<file path="src/rtl/multdiv_pkg.sv">
// Shared definitions for the multiply/divide sequencer.
// Contents:
//   state_e   - sequencer states IDLE/START/RUN/DONE (2-bit encoding)
//   op_e      - latched operation, OP_MULT=0, OP_DIV=1
//   DEF_*     - default timeout, exception register index and exception codes
//   exc_code  - selects the rstatus value written for a failed operation
package multdiv_pkg;

  typedef enum logic [1:0] {
    IDLE  = 2'd0,
    START = 2'd1,
    RUN   = 2'd2,
    DONE  = 2'd3
  } state_e;

  typedef enum logic {
    OP_MULT = 1'b0,
    OP_DIV  = 1'b1
  } op_e;

  localparam int DEF_MAX_CYCLES  = 40;
  localparam int DEF_RSTATUS_REG = 30;
  localparam int DEF_EXC_MULT    = 4;
  localparam int DEF_EXC_DIV     = 5;

  function automatic logic [31:0] exc_code(input op_e op, input int exc_mult, input int exc_div);
    return (op == OP_DIV) ? 32'(exc_div) : 32'(exc_mult);
  endfunction

endpackage

</file>
<file path="src/rtl/multdiv_ctrl_if.sv">
// Bundle of every signal between the multiply/divide sequencer and its
// surroundings (X stage, shared MD unit, writeback port).
// Modports:
//   master - the sequencer: consumes dx_*, flush, md_ready/exception/result,
//            wb_accept; drives md_ctrl_*, md_op_*, stall, busy, wb_*, timeout_err
//   slave  - the pipeline/unit side, directions reversed
interface multdiv_ctrl_if;

  // X-stage issue
  logic        dx_valid;
  logic        dx_is_mult;
  logic        dx_is_div;
  logic [4:0]  dx_rd;
  logic [31:0] dx_a;
  logic [31:0] dx_b;
  logic        flush;

  // MD unit
  logic        md_ctrl_mult;
  logic        md_ctrl_div;
  logic [31:0] md_op_a;
  logic [31:0] md_op_b;
  logic        md_ready;
  logic        md_exception;
  logic [31:0] md_result;

  // pipeline control and writeback
  logic        stall;
  logic        busy;
  logic        wb_valid;
  logic [4:0]  wb_rd;
  logic [31:0] wb_data;
  logic        wb_accept;
  logic        timeout_err;

  modport master (
    input  dx_valid, dx_is_mult, dx_is_div, dx_rd, dx_a, dx_b, flush,
    input  md_ready, md_exception, md_result, wb_accept,
    output md_ctrl_mult, md_ctrl_div, md_op_a, md_op_b,
    output stall, busy, wb_valid, wb_rd, wb_data, timeout_err
  );

  modport slave (
    output dx_valid, dx_is_mult, dx_is_div, dx_rd, dx_a, dx_b, flush,
    output md_ready, md_exception, md_result, wb_accept,
    input  md_ctrl_mult, md_ctrl_div, md_op_a, md_op_b,
    input  stall, busy, wb_valid, wb_rd, wb_data, timeout_err
  );

endinterface

</file>
<file path="src/rtl/multdiv_timeout_ctr.sv">
// 8-bit RUN-cycle counter for the multiply/divide timeout guard.
// Ports:
//   clk, reset_n - clock, synchronous active-low reset
//   clr          - zero the count (takes priority over en)
//   en           - advance the count by one
//   tc           - count has reached MAX_CYCLES-1
module multdiv_timeout_ctr #(
  parameter int MAX_CYCLES = 40
) (
  input  logic clk,
  input  logic reset_n,
  input  logic clr,
  input  logic en,
  output logic tc
);

  localparam logic [7:0] TC_VALUE = 8'(MAX_CYCLES - 1);

  logic [7:0] count;

  // NOTE: clocked state is always written with <= so every register samples
  // pre-edge values, independent of statement order.
  always_ff @(posedge clk) begin
    if (!reset_n) begin
      count <= '0;
    end else if (clr) begin
      count <= '0;
    end else if (en) begin
      count <= count + 8'd1;
    end
  end

  // The sequencer leaves RUN on terminal count, so the counter never wraps.
  assign tc = (count == TC_VALUE);

endmodule

</file>
<file path="src/rtl/multdiv_ctrl.sv">
// Sequencer for the shared multi-cycle multiplier/divider.
// Takes a MUL/DIV from the X stage, latches operands and destination, pulses
// the unit start for one cycle, stalls the front of the pipe while the unit
// runs, and presents a single writeback beat held until wb_accept.
// Ports:
//   clk, reset_n - clock, synchronous active-low reset (overrides everything)
//   bus          - multdiv_ctrl_if.master: X-stage issue, flush, MD unit
//                  handshake, stall/busy, writeback beat, sticky timeout_err
module multdiv_ctrl
  import multdiv_pkg::*;
#(
  parameter int MAX_CYCLES  = DEF_MAX_CYCLES,
  parameter int RSTATUS_REG = DEF_RSTATUS_REG,
  parameter int EXC_MULT    = DEF_EXC_MULT,
  parameter int EXC_DIV     = DEF_EXC_DIV
) (
  input logic           clk,
  input logic           reset_n,
  multdiv_ctrl_if.master bus
);

  state_e      state;
  op_e         op_q;
  logic [4:0]  rd_q;
  logic [31:0] op_a_q;
  logic [31:0] op_b_q;
  logic        start_mult_q;
  logic        start_div_q;
  logic        busy_q;
  logic        wb_valid_q;
  logic [4:0]  wb_rd_q;
  logic [31:0] wb_data_q;
  logic        timeout_q;

  logic        dx_start;
  logic        tc;
  logic [31:0] exc_value;

  assign dx_start  = bus.dx_valid & (bus.dx_is_mult | bus.dx_is_div) & ~bus.flush;
  assign exc_value = exc_code(op_q, EXC_MULT, EXC_DIV);

  multdiv_timeout_ctr #(
    .MAX_CYCLES (MAX_CYCLES)
  ) u_timeout_ctr (
    .clk     (clk),
    .reset_n (reset_n),
    .clr     (state == START),
    .en      (state == RUN),
    .tc      (tc)
  );

  always_ff @(posedge clk) begin
    if (!reset_n) begin
      state        <= IDLE;
      op_q         <= OP_MULT;
      rd_q         <= '0;
      op_a_q       <= '0;
      op_b_q       <= '0;
      start_mult_q <= 1'b0;
      start_div_q  <= 1'b0;
      busy_q       <= 1'b0;
      wb_valid_q   <= 1'b0;
      wb_rd_q      <= '0;
      wb_data_q    <= '0;
      timeout_q    <= 1'b0;
    end else begin
      // Start flags only ever live for the single START cycle.
      start_mult_q <= 1'b0;
      start_div_q  <= 1'b0;

      unique case (state)
        IDLE: begin
          if (dx_start) begin
            op_a_q       <= bus.dx_a;
            op_b_q       <= bus.dx_b;
            rd_q         <= bus.dx_rd;
            op_q         <= bus.dx_is_mult ? OP_MULT : OP_DIV;
            start_mult_q <= bus.dx_is_mult;
            start_div_q  <= ~bus.dx_is_mult;
            busy_q       <= 1'b1;
            state        <= START;
          end
        end

        START: begin
          if (bus.flush) begin
            busy_q <= 1'b0;
            state  <= IDLE;
          end else begin
            state <= RUN;
          end
        end

        RUN: begin
          if (bus.flush) begin
            busy_q <= 1'b0;
            state  <= IDLE;
          end else if (bus.md_ready) begin
            // A result on the terminal-count cycle is still a normal completion.
            wb_valid_q <= 1'b1;
            if (bus.md_exception) begin
              wb_rd_q   <= 5'(RSTATUS_REG);
              wb_data_q <= exc_value;
            end else begin
              wb_rd_q   <= rd_q;
              wb_data_q <= bus.md_result;
            end
            state <= DONE;
          end else if (tc) begin
            timeout_q  <= 1'b1;
            wb_valid_q <= 1'b1;
            wb_rd_q    <= 5'(RSTATUS_REG);
            wb_data_q  <= exc_value;
            state      <= DONE;
          end
        end

        DONE: begin
          // wb_rd/wb_data stay put after the beat; they are qualified by wb_valid.
          if (bus.flush || bus.wb_accept) begin
            wb_valid_q <= 1'b0;
            busy_q     <= 1'b0;
            state      <= IDLE;
          end
        end

        default: state <= IDLE;
      endcase
    end
  end

  // A flush arriving in START must suppress the pulse in that same cycle, so
  // the registered start flags are gated by flush on the way out.
  assign bus.md_ctrl_mult = start_mult_q & ~bus.flush;
  assign bus.md_ctrl_div  = start_div_q & ~bus.flush;
  assign bus.md_op_a      = op_a_q;
  assign bus.md_op_b      = op_b_q;

  // In IDLE the stall must hold the issuing instruction in X the same cycle,
  // and in DONE it drops in the accept cycle so the pipe restarts promptly.
  assign bus.stall = (state == IDLE) ? dx_start :
                     (state == DONE) ? ~bus.wb_accept : 1'b1;

  assign bus.busy        = busy_q;
  assign bus.wb_valid    = wb_valid_q;
  assign bus.wb_rd       = wb_rd_q;
  assign bus.wb_data     = wb_data_q;
  assign bus.timeout_err = timeout_q;

endmodule

</file>
<file path="src/flat_wrapper.sv">
// flat-port wrapper written by rule: the top's interface ports become plain ports
module multdiv_ctrl_flat import multdiv_pkg::*;
#(
  parameter int MAX_CYCLES  = DEF_MAX_CYCLES,
  parameter int RSTATUS_REG = DEF_RSTATUS_REG,
  parameter int EXC_MULT    = DEF_EXC_MULT,
  parameter int EXC_DIV     = DEF_EXC_DIV
)
  (clk, reset_n, bus_dx_valid, bus_dx_is_mult, bus_dx_is_div, bus_dx_rd, bus_dx_a, bus_dx_b, bus_flush, bus_md_ready, bus_md_exception, bus_md_result, bus_wb_accept, bus_md_ctrl_mult, bus_md_ctrl_div, bus_md_op_a, bus_md_op_b, bus_stall, bus_busy, bus_wb_valid, bus_wb_rd, bus_wb_data, bus_timeout_err);
  multdiv_ctrl_if bus_i ();
  input logic clk;
  input logic reset_n;
  input wire logic [$bits(bus_i.dx_valid)-1:0] bus_dx_valid;
  input wire logic [$bits(bus_i.dx_is_mult)-1:0] bus_dx_is_mult;
  input wire logic [$bits(bus_i.dx_is_div)-1:0] bus_dx_is_div;
  input wire logic [$bits(bus_i.dx_rd)-1:0] bus_dx_rd;
  input wire logic [$bits(bus_i.dx_a)-1:0] bus_dx_a;
  input wire logic [$bits(bus_i.dx_b)-1:0] bus_dx_b;
  input wire logic [$bits(bus_i.flush)-1:0] bus_flush;
  input wire logic [$bits(bus_i.md_ready)-1:0] bus_md_ready;
  input wire logic [$bits(bus_i.md_exception)-1:0] bus_md_exception;
  input wire logic [$bits(bus_i.md_result)-1:0] bus_md_result;
  input wire logic [$bits(bus_i.wb_accept)-1:0] bus_wb_accept;
  output wire logic [$bits(bus_i.md_ctrl_mult)-1:0] bus_md_ctrl_mult;
  output wire logic [$bits(bus_i.md_ctrl_div)-1:0] bus_md_ctrl_div;
  output wire logic [$bits(bus_i.md_op_a)-1:0] bus_md_op_a;
  output wire logic [$bits(bus_i.md_op_b)-1:0] bus_md_op_b;
  output wire logic [$bits(bus_i.stall)-1:0] bus_stall;
  output wire logic [$bits(bus_i.busy)-1:0] bus_busy;
  output wire logic [$bits(bus_i.wb_valid)-1:0] bus_wb_valid;
  output wire logic [$bits(bus_i.wb_rd)-1:0] bus_wb_rd;
  output wire logic [$bits(bus_i.wb_data)-1:0] bus_wb_data;
  output wire logic [$bits(bus_i.timeout_err)-1:0] bus_timeout_err;
  assign bus_i.dx_valid = bus_dx_valid;
  assign bus_i.dx_is_mult = bus_dx_is_mult;
  assign bus_i.dx_is_div = bus_dx_is_div;
  assign bus_i.dx_rd = bus_dx_rd;
  assign bus_i.dx_a = bus_dx_a;
  assign bus_i.dx_b = bus_dx_b;
  assign bus_i.flush = bus_flush;
  assign bus_i.md_ready = bus_md_ready;
  assign bus_i.md_exception = bus_md_exception;
  assign bus_i.md_result = bus_md_result;
  assign bus_i.wb_accept = bus_wb_accept;
  assign bus_md_ctrl_mult = bus_i.md_ctrl_mult;
  assign bus_md_ctrl_div = bus_i.md_ctrl_div;
  assign bus_md_op_a = bus_i.md_op_a;
  assign bus_md_op_b = bus_i.md_op_b;
  assign bus_stall = bus_i.stall;
  assign bus_busy = bus_i.busy;
  assign bus_wb_valid = bus_i.wb_valid;
  assign bus_wb_rd = bus_i.wb_rd;
  assign bus_wb_data = bus_i.wb_data;
  assign bus_timeout_err = bus_i.timeout_err;
  multdiv_ctrl #(.MAX_CYCLES(MAX_CYCLES), .RSTATUS_REG(RSTATUS_REG), .EXC_MULT(EXC_MULT), .EXC_DIV(EXC_DIV)) u_core (.clk(clk), .reset_n(reset_n), .bus(bus_i));
endmodule
</file>
<file path="config.mk">
export PLATFORM = sky130hd
export DESIGN_NAME = multdiv_ctrl_flat
export DESIGN_NICKNAME = d
export VERILOG_FILES = /design/src/rtl/multdiv_pkg.sv /design/src/rtl/multdiv_ctrl_if.sv /design/src/rtl/multdiv_timeout_ctr.sv /design/src/rtl/multdiv_ctrl.sv /design/src/flat_wrapper.sv
export SDC_FILE = /design/constraint.sdc
export NUM_CORES = 1
export LEC_CHECK = 0
export CAP_MARGIN = 10
export CORE_MARGIN = 3
export CORE_UTILIZATION = 45
export CTS_CLUSTER_DIAMETER = 60
export DETAILED_ROUTE_END_ITERATION = 16
export PLACE_DENSITY = 0.94
export SYNTH_ARGS = -nofsm -noshare
export SYNTH_HDL_FRONTEND = slang
export SYNTH_SLANG_ARGS = --single-unit
</file>
<file path="constraint.sdc">
create_clock -name clk -period 3.2 [get_ports clk]
set_input_delay 0.64 -clock clk [delete_from_list [all_inputs] [get_ports clk]]
set_output_delay 0.64 -clock clk [all_outputs]
set_load 0.02 [all_outputs]
</file>
# Yosys cells after proc, flatten, opt, wreduce, memory -nomap -nowiden

Cells that the tools add are included.

Flip-flop bits (word level): 122
Bits of input ports: 110
Output and inout port bits: 107
Logic and storage cells: 72

Mux-type cells: 25
Add/subtract/negate cells: 1
Reduce and logical (&&, ||, !) cells: 13
Bitwise gates (word level): 10
Equality and inequality tests: 10

Operators with widths:

| kind                                                 | count |
|---|---|
| two-way mux 32 bit                                   | 3 |
| two-way mux 5 bit                                    | 3 |
| two-way mux 2 bit                                    | 6 |
| AND reduction 3 bit                                  | 4 |
| two-way mux 1 bit                                    | 10 |
| adder 8 x 1 -> 8 bit (second input constant)         | 1 |
| equality test 8 x 6 -> 1 bit (second input constant) | 1 |
| case mux 2 bit (4 select lines)                      | 1 |
| AND reduction 4 bit                                  | 2 |
| != test 2 x 1 -> 1 bit (second input constant)       | 3 |
| inverter 1 bit                                       | 5 |
| AND 1 bit                                            | 4 |
| equality test 2 bit (second input constant)          | 2 |
| != test 4 x 3 -> 1 bit (second input constant)       | 1 |
| nonzero test 2 bit                                   | 2 |
| OR reduction 2 bit                                   | 2 |
| != test 3 x 2 -> 1 bit (second input constant)       | 1 |
| case mux 1 bit (3 select lines)                      | 1 |
| equality test 2 x 1 -> 1 bit (second input constant) | 1 |
| logical NOT 2 bit                                    | 1 |
| != test 2 bit (second input constant)                | 1 |
| case mux 1 bit (2 select lines)                      | 1 |
| AND reduction 2 bit                                  | 1 |
| logical OR 1 bit                                     | 1 |
| OR 1 bit                                             | 1 |

# Depth between registers and ports, before layout

Gate-level depths: netlist of the first run.

Word-level depth: 5
Depth in mapped cells: 9
Mapped depth without buffers: 6

# By module

Synthesis of the first run repeated with hierarchy kept, for this count alone.

Cell total of the unflattened synthesis: 560
Area, all modules: 4742.0 µm²

By module, submodules not included:

| module              | instances | area each (µm²) | sequential area each (µm²) | cells an instance |
|---|---|---|---|---|
| multdiv_ctrl        | 1         | 4376.7          | 2282.2                     | 520 |
| multdiv_timeout_ctr | 1         | 365.4           | 160.2                      | 40 |

# Worst setup path before layout of the first run

OpenSTA, ideal clock, no wires.

Path type: input to output
Start: input bus_flush
End: output bus_stall
Data arrival time: 1.483 ns
Setup slack: 1.077 ns
Data required time: 2.560 ns
Buffers on the path: 1
Stages on the path: 3
Path through: buf_2 o31a_1 a31oi_1

Cells in the longest elaborated chain, start to end: 3

RTL lines:

| item                            | RTL line            | RTL |
|---|---|---|
| from (decl)                     | flat_wrapper.sv:19  | `input wire logic [$bits(bus_i.flush)-1:0] bus_flush;` |
| inverter 1 bit (no source line) | -                   |  |
| AND 1 bit                       | multdiv_ctrl.sv:39  | `assign dx_start = bus.dx_valid & (bus.dx_is_mult \| bus.dx_is_div) & ~bus.flush;` |
| two-way mux 1 bit               | multdiv_ctrl.sv:141 | `assign bus.stall = (state == IDLE) ? dx_start :` |
| to (decl)                       | flat_wrapper.sv:28  | `output wire logic [$bits(bus_i.stall)-1:0] bus_stall;` |

No other way between the ends.

# Final worst setup path of the first run

Start: input bus_dx_is_mult
End: output bus_stall

Cells in the longest elaborated chain, start to end: 4

RTL lines:

| item                    | RTL line            | RTL |
|---|---|---|
| from (decl)             | flat_wrapper.sv:14  | `input wire logic [$bits(bus_i.dx_is_mult)-1:0] bus_dx_is_mult;` |
| OR 1 bit                | multdiv_ctrl.sv:39  |  |
| AND 1 bit (2 in series) | multdiv_ctrl.sv:39  |  |
| two-way mux 1 bit       | multdiv_ctrl.sv:141 |  |

No other way between the ends.

==> results.toml, run 1 <==
[critical_path]
crit_start = "bus_dx_is_mult"
reg2regPathDepth = 6
slowest_stage = "clkdlybuf4s50_1"
critPathMaxStageDelay_ns = 0.63
path_delay_family = "buffers and inverters"
reg2reg_slack_ns = 1.14
path_depth = 5
worst-path-max-fanout = 4
cp_common_cell = "clkdlybuf4s50_1"
critPathBufInv = 2
r2r_end = "u_core.bus.md_op_b[11]"
worst_ep_arrival_time_ns = 2.34
worst_setup_path_start_kind = "input pin"
critPathCapture = "bus_stall"
critical_path_class = "in2out"
worst_ep_required_time_ns = 2.56
reg2reg_from = "u_core.state[1]"
endpoint_kind = "output port"
crit_chain = "clkdlybuf4s50_1 -> nor2_1 -> o31a_1 -> a31oi_1 -> clkdlybuf4s50_1"

[global_routing]
grt_pass1_wl_mm = 21.16
grt_pass1_vias = 4437
grt_use_total = 0.2238
antenna_found_initial = 0
grt-ovfl-total = 0
grt_max_degree = 70

[floorplan]
io_pins = 217
design.die.area_um2 = 12090
row_count = 37
die_h_um = 110.0
start_util = 0.4670
die_x_um = 110.0
core-area_um2 = 10420

[timing]
clock_skew_ns = 0.006783
maxSlewHeadroom = 0.5272
finalHoldViolCount = 0
tns_ns = 0
layout_min_cycle_time_ns = 2.977
min_period_over_period = 0.9304
rsz0062_at_grt = "false"
fmax_ghz = 0.3359
tightest_slew_ns = 0.7092
finalSetupViolations = 0
slew_violations = 0

[routing]
post-route-drc-count = 0
wl_per_cell_um = 15.28
vias = 4439
routed-wl-met3_um = 934
via_per_inst = 4.943
met1Wirelength_mm = 5.381
dr.pass1.iters = 4
wl_met2_mm = 7.125
drtIter0Drc = 218
highest_layer = "met4"
detail-route-antenna-nets = 0
wl_mm = 13.73

[final_layout]
antennaDiodeCount = 0
drive_gt1_frac = 0.06168
nFillCells = 746
area_growth_pct = 55.45
register_area_um2 = 2442
multi_input_area_um2 = 2185
design_area_um2 = 7562
nNetsFinal = 869

[yosys]
synth.distinct_cells = 39
syn_avg_cell_area_um2 = 8.861
syn-cell-area_um2 = 4865
synthCells = 549
synth_edf_count = 0
yosys_warnings = 0
synth_flop_cell = "dfxtp_1"
synthArstFlopShare = 0
synth_fp_nets = 664
yosysSeqAreaShare = 0.5021
synth_seq_cells = 122

[outcome]
outcome = "completed"

[place]
port_buffers = 216
placement.cell_area_um2 = 7066
routabilityCongestion = 0.8602
dp_hpwl_mm = 10.07

[job]
max-cap-violations = 0

[cts]
clock_sinks = 122
root_buffer = "clkbuf_8"
clk_latency_ns = 0.49
ctsHoldBuffers = 0
htree_levels = 4
clk_pin_slew_worst_paths_ns = 0.05
cts_tree = "yes"
postCtsSetupBuffers = 0
ctsResizeCount = 0
cts_buffers = 17
cts_buffer_depth = 2

[pwr]
peakVddDrop_mv = 0.4006
leakage_uw = 0.002677
power.density_nw_per_um2 = 490.8

[worst_hold_path]
min-delay-path-class = "reg2reg"
metal layers:
layer | GRT usage | vias up
li1 | - | 2210
met1 | 0.2435 | 2059
met2 | 0.4099 | 147
met3 | 0.06115 | 23
met4 | 0.08727 | 0
met5 | 0 | -
power by group:
group | switching (uW) | internal [uW]
sequential | 28.6 | 1580
combinational | 237 | 268
clock | 598 | 1000
layout make-up:
class,instances,area share
Clock inverter,4,0.002647
Multi-Input combinational cell,383,0.2889
Timing Repair Buffer,225,0.2975
Clock buffer,23,0.06304
Inverter,5,0.002482
Tap cell,136,0.02250
Sequential cell,122,0.3230
cells in the final DEF, fill, tap and decap left out, drive strengths merged, types with 3 or more instances in the layout:
cell type,synthesis,final
xor2,4,4
nand4,3,3
o221a,6,6
clkdlybuf4s50,0,215
clkbuf,18,23
nor2b,8,8
nand2b,4,4
dfxtp,122,122
nand2,208,208
a21boi,70,70
mux2i,33,33
clkinv,0,4
nor2,11,11
inv,5,5
buf,21,10
o21ai,5,5
ha,5,5
synthesized netlist by cell type (4+ instances only):
library cell | count | area share
a21boi_0 | 60 | 0.093
nor2b_1 | 8 | 0.010
nand2_1 | 208 | 0.16
dfxtp_1 | 122 | 0.50
mux2i_1 | 33 | 0.068
ha_1 | 5 | 0.013
nand2b_1 | 4 | 0.0051
clkbuf_1 | 18 | 0.014
xor2_1 | 4 | 0.0072
buf_2 | 9 | 0.0093
buf_6 | 6 | 0.014
nor2_1 | 10 | 0.0077
buf_4 | 6 | 0.0093
o221a_2 | 6 | 0.014
a21boi_1 | 10 | 0.015
o21ai_0 | 5 | 0.0051
inv_1 | 4 | 0.0031
sequential cells by signal (all words and copies together), names as in the netlist:
signal                      cells
u_core.bus.md_op_a             32
u_core.bus.md_op_b             32
u_core.bus.wb_data             32
u_core.u_timeout_ctr.count      8
u_core.bus.wb_rd                5
u_core.rd_q                     5
u_core.state                    2
u_core.bus.busy                 1
u_core.bus.timeout_err          1
u_core.bus.wb_valid             1
u_core.op_q                     1
u_core.start_div_q              1
u_core.start_mult_q             1
worst min-delay path by stage:
stage / from / end / slack (ns) / cells past startpoint
floorplan: u_core.rd_q[0] / u_core.bus.wb_rd[0] / 0.44 / 2
global placement: u_core.bus.md_op_b[17] / u_core.bus.md_op_b[17] / 0.44 / 2
detailed placement: u_core.bus.wb_data[27] / u_core.bus.wb_data[27] / 0.45 / 2
CTS: u_core.bus.wb_data[27] / u_core.bus.wb_data[27] / 0.46 / 2
global route: u_core.bus.md_op_b[26] / u_core.bus.md_op_b[26] / 0.48 / 2
finish: u_core.bus.wb_data[27] / u_core.bus.wb_data[27] / 0.46 / 2
per-stage QoR:
| stage | total power [uW] | hold slack, ns | instances | utilization | setup WS [ns] |
|---|---|---|---|---|---|
| floorplan | 1872 | 0.4383 | 549 | - | 1.077 |
| CTS | 3753 | 0.4553 | 898 | 0.7260 | 0.2298 |
| detailed placement | 2141 | 0.4511 | 871 | 0.6783 | 0.2484 |
| global placement | 2126 | 0.4398 | 871 | 0.6783 | 0.2922 |
| finish | 3712 | 0.4567 | 898 | 0.7260 | 0.2226 |
| global route | 3863 | 0.4800 | 898 | 0.7260 | 0.1766 |
tightest hold or removal path: stages, from the launching register on:
cell     delay [ns]
dfxtp_1        0.30
nand2_1        0.05
mux2i_1        0.05
cells by family (layout without fill, tap and decap cells):
| group | count (synthesis) | in the layout | share of synthesized area |
|---|---|---|---|
| xor+xnor | 5 | 5 | 0.009002 |
| buf+inv | 44 | 257 | 0.05015 |
| simple gates | 243 | 243 | 0.2037 |
| compound gates | 97 | 97 | 0.1543 |
| mux | 33 | 33 | 0.06790 |
| fa+ha+maj | 5 | 5 | 0.01286 |
| flops | 122 | 122 | 0.5021 |
Power figures use the tool's default switching activity.
==> run 2, diff against run 1 <==
--- a/config.mk
+++ b/config.mk
@@ -6,8 +6,10 @@
 export NUM_CORES = 1
 export LEC_CHECK = 0
 export CAP_MARGIN = 10
+export CELL_PAD_IN_SITES_DETAIL_PLACEMENT = 1
+export CELL_PAD_IN_SITES_GLOBAL_PLACEMENT = 1
 export CORE_MARGIN = 3
-export CORE_UTILIZATION = 45
+export CORE_UTILIZATION = 32
 export CTS_CLUSTER_DIAMETER = 60
 export DETAILED_ROUTE_END_ITERATION = 16
 export PLACE_DENSITY = 0.94
==> run 2 against run 1 <==
  * Non-clock buffer count decreased by 3
  * Register-to-register slack got worse by 0.05 ns
  * Clock power increased by 25%
  * Wire length increased by 14%
  * Die area increased by 38%
  * Flip-flop and latch count unchanged
  * Via count increased by 1.1%
  * Clock skew increased by 0.0016 ns
  * Fmax increased by 0.22%
==> results.toml, run 2 (synthesized netlist as in run 1, its figures left out) <==
[timing]
layout_min_cycle_time_ns = 2.971
fmax_ghz = 0.3366
tns_ns = 0
clock_skew_ns = 0.008403
fin_ws_ns = 0.2291
finalHoldViolCount = 0
tightest_slew_ns = 0.7967
finalSetupViolations = 0
min_period_over_period = 0.9284
maxSlewHeadroom = 0.4689
rsz0062_at_grt = "false"
slew_violations = 0

[global_routing]
grt_pass1_vias = 4707
antenna_found_initial = 1
grt-ovfl-total = 0
grt_pass1_wl_mm = 24.26
grt_max_degree = 79
grt_use_total = 0.1869

[worst_hold_path]
min_path_cells = 2
hold_start = "u_core.bus.md_op_b[19]"
min-delay-path-class = "reg2reg"
holdPathEnd = "u_core.bus.md_op_b[19]"

[place]
routabilityCongestion = 0.7591
port_buffers = 216
dp_slack_ns = 0.2620
placement.cell_area_um2 = 7118
dp_hpwl_mm = 11.13

[routing]
wl_per_cell_um = 16.54
detail-route-antenna-nets = 0
vias = 4486
dr.pass1.iters = 4
wl_mm = 15.70
post-route-drc-count = 0
via_per_inst = 4.727
drtIter0Drc = 166

[cts]
cts_tree = "yes"
cts_buffers = 17
clk_latency_ns = 0.41
ctsResizeCount = 0
clk_pin_slew_worst_paths_ns = 0.05
clock_sinks = 122
ctsHoldBuffers = 0
postCtsSetupBuffers = 0
root_buffer = "clkbuf_16"
cts_buffer_depth = 2
htree_levels = 4

[critical_path]
critical_path_class = "in2out"
worst-path-max-fanout = 4
worst_ep_arrival_time_ns = 2.33
worst_setup_path_start_kind = "input pin"
endpoint_kind = "output port"
reg2reg_slack_ns = 1.09
reg2reg_from = "u_core.state[0]"
reg2regPathDepth = 6
worst_ep_required_time_ns = 2.56
r2r_end = "u_core.bus.md_op_a[21]"

[outcome]
outcome = "completed"

[final_layout]
final_cell_mix = "clkdlybuf4s50_1, nand2_1, dfxtp_1, a21boi_0, mux2i_1"
area_growth_pct = 59.10
design_area_um2 = 7740
multi_input_area_um2 = 2185
nFillCells = 1655
nNetsFinal = 866
drive_gt1_frac = 0.06414
register_area_um2 = 2442
mostFrequentLayoutCell = "clkdlybuf4s50_1"

[floorplan]
core-area_um2 = 14700
row_count = 44
io_pins = 217
design.die.area_um2 = 16720
start_util = 0.3309
die_h_um = 129.3
die_x_um = 129.3

[pwr]
peakVddDrop_mv = 0.3291
leakage_uw = 0.002716
power.density_nw_per_um2 = 532.0

[job]
max-cap-violations = 0
[run 2: cell count changes in the layout (fill, tap and decap cells not counted), moves of 2 or more]
cell	delta
bufinv_16	+4
clkbuf_8	-4
buf_4	-3
clkinv_4	+2
clkinvlp_4	+2
[run 2: layout make-up]
class / count / share of cell area
antenna: 1 / 0.0003233
clock buffer: 20 / 0.05771
clock inverter: 12 / 0.02231
inverter: 5 / 0.002425
multi-input combinational: 383 / 0.2823
sequential: 122 / 0.3156
tap: 184 / 0.02974
timing repair buffer: 222 / 0.2897
[run 2: how the worst max path moves through the flow]
stage | startpoint | end | slack [ns] | cells after the start
global route | bus_dx_is_mult | bus_stall | 0.16 | 5
finish | bus_dx_is_mult | bus_stall | 0.23 | 5
global placement | bus_dx_is_mult | bus_stall | 0.28 | 5
CTS | bus_dx_is_mult | bus_stall | 0.24 | 5
detailed placement | bus_dx_is_mult | bus_stall | 0.26 | 5
floorplan | bus_flush | bus_stall | 1.08 | 3
[run 2: critical path: stages]
cell and delay [ns]:
clkdlybuf4s50_1 0.52, nor2_1 0.10, o31a_1 0.28, a31oi_1 0.16, clkdlybuf4s50_1 0.63
[run 2: power breakdown]
group	internal, uW	total, uW	switching (uW)
combinational	268	512	244
clock	1320	2000	684
sequential	1570	1600	28.7
total	3160	4120	956
[run 2: per-stage QoR]
stage / hold slack [ns] / total power, uW / cells / utilization
after CTS: 0.4541 / 4175 / 948 / 0.5264
after global routing: 0.4720 / 4291 / 949 / 0.5266
after global placement: 0.4402 / 2137 / 916 / 0.4843
after detailed placement: 0.4465 / 2151 / 916 / 0.4843
after floorplan: 0.4383 / 1872 / 549 / -
final: 0.4517 / 4118 / 949 / 0.5266
[run 2: layer usage]
metal | GRT usage | routed length (um) | vias up
li1 | - | - | 2207
met1 | 0.2035 | 6226 | 2134
met2 | 0.3442 | 8287 | 121
met3 | 0.04617 | 813 | 24
met4 | 0.07783 | 372 | 0
met5 | 0 | 0 | -
